[src/rtl/hazard_ctrl.sv]
// Pipeline hazard controller: load-use stall, taken-branch flush and data-memory
// wait freeze for a 5-stage MIPS pipeline, plus stall statistics and timeout flag.
module hazard_ctrl #(
   parameter int unsigned FLUSH_CYCLES = 2,
   parameter int unsigned MEM_TIMEOUT  = 16,
   parameter int unsigned CNT_W        = 16
) (
   input  logic             clk,
   input  logic             rst,
   input  logic             IDEX_Mread,
   input  logic [4:0]       IDEX_rt,
   input  logic [4:0]       IFID_rs,
   input  logic [4:0]       IFID_rt,
   input  logic             IFID_uses_rt,
   input  logic             EX_branch_taken,
   input  logic             MEM_access,
   input  logic             dmem_ready,
   output logic             PC_write,
   output logic             IFID_write,
   output logic             IDEX_write,
   output logic             EXMEM_write,
   output logic             IFID_flush,
   output logic             IDEX_flush,
   output logic             mem_timeout_err,
   output logic [CNT_W-1:0] stall_cnt
);

   typedef enum logic [1:0] {RUN, BR_FLUSH, MEM_WAIT} state_e;

   localparam logic [2:0] FLUSH_INIT = 3'(FLUSH_CYCLES - 1);
   localparam logic [7:0] TIMEOUT    = 8'(MEM_TIMEOUT);

   state_e           state_q, state_d, eff_state;
   logic [2:0]       flush_q, flush_d;
   logic [7:0]       wait_q, wait_d;
   logic             err_q, err_d;
   logic [CNT_W-1:0] stall_q, stall_d;
   logic             lu, mw;

   always_comb begin
      lu = IDEX_Mread && (IDEX_rt != 5'd0) &&
           ((IDEX_rt == IFID_rs) || (IFID_uses_rt && (IDEX_rt == IFID_rt)));
      mw = MEM_access && !dmem_ready;
   end

   always_comb begin
      PC_write    = 1'b1;
      IFID_write  = 1'b1;
      IDEX_write  = 1'b1;
      EXMEM_write = 1'b1;
      IFID_flush  = 1'b0;
      IDEX_flush  = 1'b0;
      state_d     = state_q;
      flush_d     = flush_q;
      wait_d      = '0;
      err_d       = err_q;
      // Leaving MEM_WAIT behaves as the state it resumes, so a pending flush
      // continues in the very cycle memory becomes ready.
      eff_state   = state_q;
      if (state_q == MEM_WAIT) begin
         eff_state = (flush_q != 3'd0) ? BR_FLUSH : RUN;
      end
      if (rst) begin
         PC_write    = 1'b0;
         IFID_write  = 1'b0;
         IDEX_write  = 1'b0;
         EXMEM_write = 1'b0;
         IFID_flush  = 1'b1;
         IDEX_flush  = 1'b1;
      end else if (mw) begin
         PC_write    = 1'b0;
         IFID_write  = 1'b0;
         IDEX_write  = 1'b0;
         EXMEM_write = 1'b0;
         state_d     = MEM_WAIT;
         wait_d      = (wait_q >= TIMEOUT) ? wait_q : wait_q + 8'd1;
         if (wait_d >= TIMEOUT) begin
            err_d = 1'b1;
         end
      end else if (eff_state == BR_FLUSH) begin
         IFID_flush = 1'b1;
         IDEX_flush = 1'b1;
         flush_d    = flush_q - 3'd1;
         state_d    = (flush_q == 3'd1) ? RUN : BR_FLUSH;
      end else if (EX_branch_taken) begin
         IFID_flush = 1'b1;
         IDEX_flush = 1'b1;
         flush_d    = FLUSH_INIT;
         state_d    = (FLUSH_INIT == 3'd0) ? RUN : BR_FLUSH;
      end else if (lu) begin
         PC_write   = 1'b0;
         IFID_write = 1'b0;
         IDEX_flush = 1'b1;
         state_d    = RUN;
      end else begin
         state_d = RUN;
      end
   end

   always_comb begin
      stall_d = stall_q;
      if (!rst && !PC_write && (stall_q != '1)) begin
         stall_d = stall_q + CNT_W'(1);
      end
   end

   always_ff @(posedge clk) begin
      if (rst) begin
         state_q <= RUN;
         flush_q <= '0;
         wait_q  <= '0;
         err_q   <= 1'b0;
         stall_q <= '0;
      end else begin
         state_q <= state_d;
         flush_q <= flush_d;
         wait_q  <= wait_d;
         err_q   <= err_d;
         stall_q <= stall_d;
      end
   end

   assign mem_timeout_err = err_q;
   assign stall_cnt       = stall_q;

endmodule

[config.mk]
export PLATFORM = sky130hd
export DESIGN_NAME = hazard_ctrl
export DESIGN_NICKNAME = d
export VERILOG_FILES = /design/src/rtl/hazard_ctrl.sv
export SDC_FILE = /design/constraint.sdc
export NUM_CORES = 1
export LEC_CHECK = 0
export ABC_AREA = 0
export BUFFER_PORTS_ARGS = -buffer_cell sky130_fd_sc_hd__buf_4
export CAP_MARGIN = 15
export CORE_MARGIN = 1.5
export CORE_UTILIZATION = 55
export DETAILED_ROUTE_END_ITERATION = 10
export GPL_TIMING_DRIVEN = 0
export PLACE_DENSITY = 0.83
export SLEW_MARGIN = 15
export SYNTH_ARGS = -nofsm -noshare
export SYNTH_HDL_FRONTEND = slang
export SYNTH_SLANG_ARGS = --single-unit
[constraint.sdc]
create_clock -name clk -period 4.1 [get_ports clk]
set_clock_uncertainty 0.2 [all_clocks]
set_input_delay 1.23 -clock clk [delete_from_list [all_inputs] [get_ports clk]]
set_output_delay 1.23 -clock clk [all_outputs]
set_load 0.03 [all_outputs]
## Yosys cells after proc, flatten, opt, wreduce, memory -nomap -nowiden

Cells that the tools add are included.
W data, S select, Z words.

| word-level totals | value |
|---|---|
| input port bits | 22 |
| flip-flop bits (word level) | 30 |
| output and inout bits | 23 |

| operators by class | value |
|---|---|
| add/subtract/negate cells | 3 |
| reductions and logical operators | 17 |
| eq/ne operators | 6 |
| $lt $le $gt $ge | 2 |
| bitwise operators | 1 |
| mux-type cells | 25 |

Operator list:

| kind | number |
|---|---|
| $mux W1 | 20 |
| $add A16 B1 Y16 const B | 1 |
| $ge A8 B5 Y1 const B | 2 |
| $ne A16 B16 Y1 const B | 1 |
| $eq A5 B5 Y1 | 2 |
| $add A8 B1 Y8 const B | 1 |
| $mux W8 | 1 |
| $logic_and A1 B1 Y1 | 6 |
| $mux W3 | 2 |
| $reduce_bool A5 Y1 | 1 |
| $mux W2 | 2 |
| $reduce_and A2 Y1 | 2 |
| $reduce_or A2 Y1 | 2 |
| $eq A3 B1 Y1 const B | 1 |
| $logic_not A1 Y1 | 3 |
| $reduce_bool A3 Y1 | 1 |
| $sub A3 B1 Y3 const B | 1 |
| $eq A2 B1 Y1 const B | 1 |
| $eq A2 B2 Y1 const B | 1 |
| $reduce_bool A2 Y1 | 1 |
| $logic_or A1 B1 Y1 | 1 |
| $not A1 Y1 | 1 |

## Depth between registers and ports, before layout

| logic depth | value |
|---|---|
| word-level depth | 12 |
| mapped depth | 11 |
| gate-level depth less buffers | 9 |

## Least setup slack after synthesis

OpenSTA, ideal clock, no wires.

| path | value |
|---|---|
| kind | input to output |
| start | input port IDEX_rt[1] |
| end | output port PC_write |
| slack | 0.069 ns |
| stages on the path | 5 |
| arrival time | 2.601 ns |
| path buffers | 1 |
| cell sequence | or4_1 -> o21ai_1 -> nand2b_1 -> o31a_1 -> buf_4 |

| between the ends | value |
|---|---|
| longest elaborated chain between the ends | 9 |

Ends and longest elaborated chain:

| element | RTL line | source |
|---|---|---|
| start, declared | 11 | `input logic [4:0] IDEX_rt,` |
| $eq A5 B5 Y1 | 42 | `((IDEX_rt == IFID_rs) \|\| (IFID_uses_rt && (IDEX_rt == IFID_rt)));` |
| $logic_and A1 B1 Y1 | 42 |  |
| $logic_or A1 B1 Y1 | 42 |  |
| $logic_and A1 B1 Y1 * | 41 | `lu = IDEX_Mread && (IDEX_rt != 5'd0) &&` |
| $mux W1 * (5 in series) | - |  |
| end, declared | 18 | `output logic PC_write,` |

Mark *: on every way between the ends. The rest lies on a longest branch, timed or not.

## Worst setup path after layout

| path | value |
|---|---|
| start | input port IDEX_rt[1] |
| end | output port PC_write |

| between the ends | value |
|---|---|
| longest elaborated chain between the ends | 9 |

Ends and longest elaborated chain:

| element | RTL line | source |
|---|---|---|
| $eq A5 B5 Y1 | 42 |  |
| $logic_and A1 B1 Y1 | 42 |  |
| $logic_or A1 B1 Y1 | 42 |  |
| $logic_and A1 B1 Y1 * | 41 |  |
| $mux W1 * | 90 | `end else if (lu) begin` |
| $mux W1 * | 85 | `end else if (EX_branch_taken) begin` |
| $mux W1 * | 80 | `end else if (eff_state == BR_FLUSH) begin` |
| $mux W1 * | 70 | `end else if (mw) begin` |
| $mux W1 * | 63 | `if (rst) begin` |

Marked as above.

==> flow_metrics.tcl <==
set metrics [dict create \
    placed_area_mm2 0.001998 \
    antenna_cells 0 \
    synthDistinctLibCells 43 \
    synth_cells 184 \
    fmax_mhz 246.3 \
    cts_buffers 5 \
    placed_cells 259 \
    slew_headroom_pct 43.21 \
    yosysSeqAreaShare_pct 36.87 \
    cp_max_fo 3 \
    hold_buffers 0 \
    grt_overflow 0 \
    h-tree-depth 2 \
    status "finished, final reports clean" \
    crit_chain "buf_4 > or4_1 > o21ai_2 > nand2b_4 > o31a_1 > buf_4 > buf_4" \
    final_area_mm2 0.002079 \
    ctsLongestPathBuffers 2 \
    post-route-period-util_pct 99.04 \
    reg2reg_from "flush_q[0]" \
    setup.worst_path.end_class "output pin" \
    drive_gt1_share_pct 30.51 \
    grt_start_max_net_pins 11 \
    slowest_stage "or4_1" \
    fin_cells 267 \
    start_util_pct 58.57 \
    worstHoldStart "mem_timeout_err" \
    grt_pass1_vias 1461 \
    layout_commonest_cell "buf_4" \
    yosys_most_used_dff "dfxtp_1" \
    syn_to_final_growth_pct 27.65 \
    dpl.hpwl_mm 2.904 \
    path_class "primary input to output pin" \
    final_cell_mix "buf_4 (46), dfxtp_1 (30), nor2_1 (16)" \
    fillers 196 \
    slowest_delay_ps 540 \
    syn_nets 212 \
    die_w_um 57.43 \
    min_path_type "register to register" \
    antenna_found_initial 0 \
    vias 1542 \
    grt_pass1_wl_mm 6.230 \
    synth_edf_count 0 \
    hold_slack_ps 294.7 \
    gp_congestion 0.7797 \
    cts_tree "built" \
    worstPathArrival_ps 2630 \
    clkSlewWorstSetupHoldPaths_ps 90 \
    numPortBuffers 44 \
    critPathMostFrequentCell "buf_4" \
    dieArea_mm2 0.003298 \
    ys_ff_latch 30 \
    async_flop_share_pct 0 \
    clockRootBuffer "clkbuf_4" \
    power.leakage_nw 0.8367 \
    hold_viol_final 0 \
    post_drt_wl_per_cell_um 14.69 \
    place_ws_ps 4.941 \
    cap_violations 0 \
    power.density_mw_per_mm2 282.8 \
    layout_min_cycle_time_ps 4060 \
    ir_drop_mv 0.2386 \
    drtIter0Drc 70 \
    cp_num_buf_inv 3 \
    drt.antenna.violating_nets 0 \
    clk_latency_ps 350 \
    yosys_warnings 0 \
    crit_required_ps 2670 \
    num_rows 19 \
    layout_setup_ws_ps 39.52 \
    drt_pass1_iterations 4 \
    syn_area_mm2 0.001629 \
    nets 263 \
    grt_usage_pct 23.95 \
    maxSlewViolCount 0 \
    critical_path.top_delay_family "simple AND/OR/NAND/NOR gates" \
    clock-sinks 30 \
    coreArea_mm2 0.002781 \
    ios 45 \
    drcViolationCount 0 \
    routed_wl_mm 3.921 \
    syn_area_per_cell_um2 8.854 \
    startpoint "IDEX_rt[1]" \
    dieHeight_um 57.43 \
    worst-slew-pin-transition_ps 844.0 \
    cp-start-kind "primary input" \
    setup_viol 0 \
    viasPerCell 5.775 \
]
[synthesized netlist by cell type (all sizes together) (2+ instances only)]
| master | number | area share [%] |
|---|---|---|
| a21oi | 15 | 5.5 |
| mux2i | 2 | 1.2 |
| or3 | 5 | 1.9 |
| buf | 4 | 2.8 |
| and2 | 5 | 1.9 |
| ha | 6 | 4.6 |
| o31ai | 7 | 3.2 |
| xnor2 | 11 | 5.9 |
| nand4 | 5 | 2.3 |
| nor4 | 3 | 2.1 |
| o22ai | 3 | 1.2 |
| nor2 | 16 | 3.7 |
| clkbuf | 2 | 0.46 |
| nand2b | 3 | 1.2 |
| nor2b | 3 | 1.2 |
| xor2 | 3 | 1.6 |
| mux2 | 2 | 1.4 |
| dfxtp | 30 | 37 |
| or4 | 9 | 4.4 |
| nor3b | 2 | 0.92 |
| inv | 10 | 2.3 |
| nand2 | 10 | 2.3 |
| o21ai | 8 | 2.9 |
| or2 | 2 | 0.77 |
| nand3 | 9 | 2.8 |
[path summary, 6_finish.rpt]
path                endpoint  slack (ps)  depth (start not counted)
max                 PC_write          40                          7
min          mem_timeout_err         290                          2
max reg2reg     stall_cnt[1]        1480                         11
min reg2reg  mem_timeout_err         290                          2
[through the flow]
step | TNS [ps] | util (%) | total power, mW
4_1_cts | 0 | 74.13 | 0.5851
6_report | 0 | 74.76 | 0.5880
3_3_place_gp | 0 | 71.84 | 0.3941
3_5_place_dp | 0 | 71.84 | 0.3977
5_1_grt | -4.994 | 74.76 | 0.6094
2_1_floorplan | 0 | - | 0.3602
[power by group]
group / switching [mW] / internal [mW] / total [mW]
logic: 0.0492 / 0.0445 / 0.0937
clock network: 0.112 / 0.0823 / 0.194
registers: 0.00375 / 0.296 / 0.300
[timing repair]
| item | CTS | global route |
|---|---|---|
| resized for setup | 0 | 3 |
| setup buffers | 0 | 0 |
| endpoints found under the setup margin | 0 | 1 |
[logic make-up after synthesis]
kind of cell	after synthesis	synth area share, %
and+or+nand+nor	76	27.04
xor gates and xnor gates	14	7.527
buffers and inverters	16	5.607
DFF	30	36.87
AOI/OAI and AO/OA	38	15.75
adders and majority gates	6	4.608
muxes	4	2.611
[worst min-delay path, delay by kind of cell, from the launching register on]
family | cells | cell delay [ps]
flip-flops | 1 | 350
AND/OR/NAND/NOR | 2 | 120
[cell type report]
| type | count | area (um^2) | area share [%] |
|---|---|---|---|
| multi-input cells | 138 | 954.7 | 45.91 |
| flip-flops and latches | 30 | 600.6 | 28.88 |
| repair buffers | 44 | 330.3 | 15.88 |
| plain buffers | 6 | 53.80 | 2.587 |
| clock buffers | 6 | 51.30 | 2.467 |
| well taps | 31 | 38.79 | 1.865 |
| inverters | 10 | 37.54 | 1.805 |
| clock inverters | 2 | 12.51 | 0.6017 |
[metal layers]
layer / share of wire [%] / GRT usage (%) / vias to the layer above
met5: 0 / 0 / -
met4: 2.4 / 9.635 / 0
met3: 4.4 / 5.442 / 10
met2: 51 / 42.69 / 38
met1: 42 / 27.41 / 725
li1: - / - / 769
[sequential cells by signal, indices dropped and copies added (netlist names)]
register / flops
wait_q: 8
mem_timeout_err: 1
flush_q: 3
state_q: 2
stall_cnt: 16
Power figures use the tool's default switching activity.
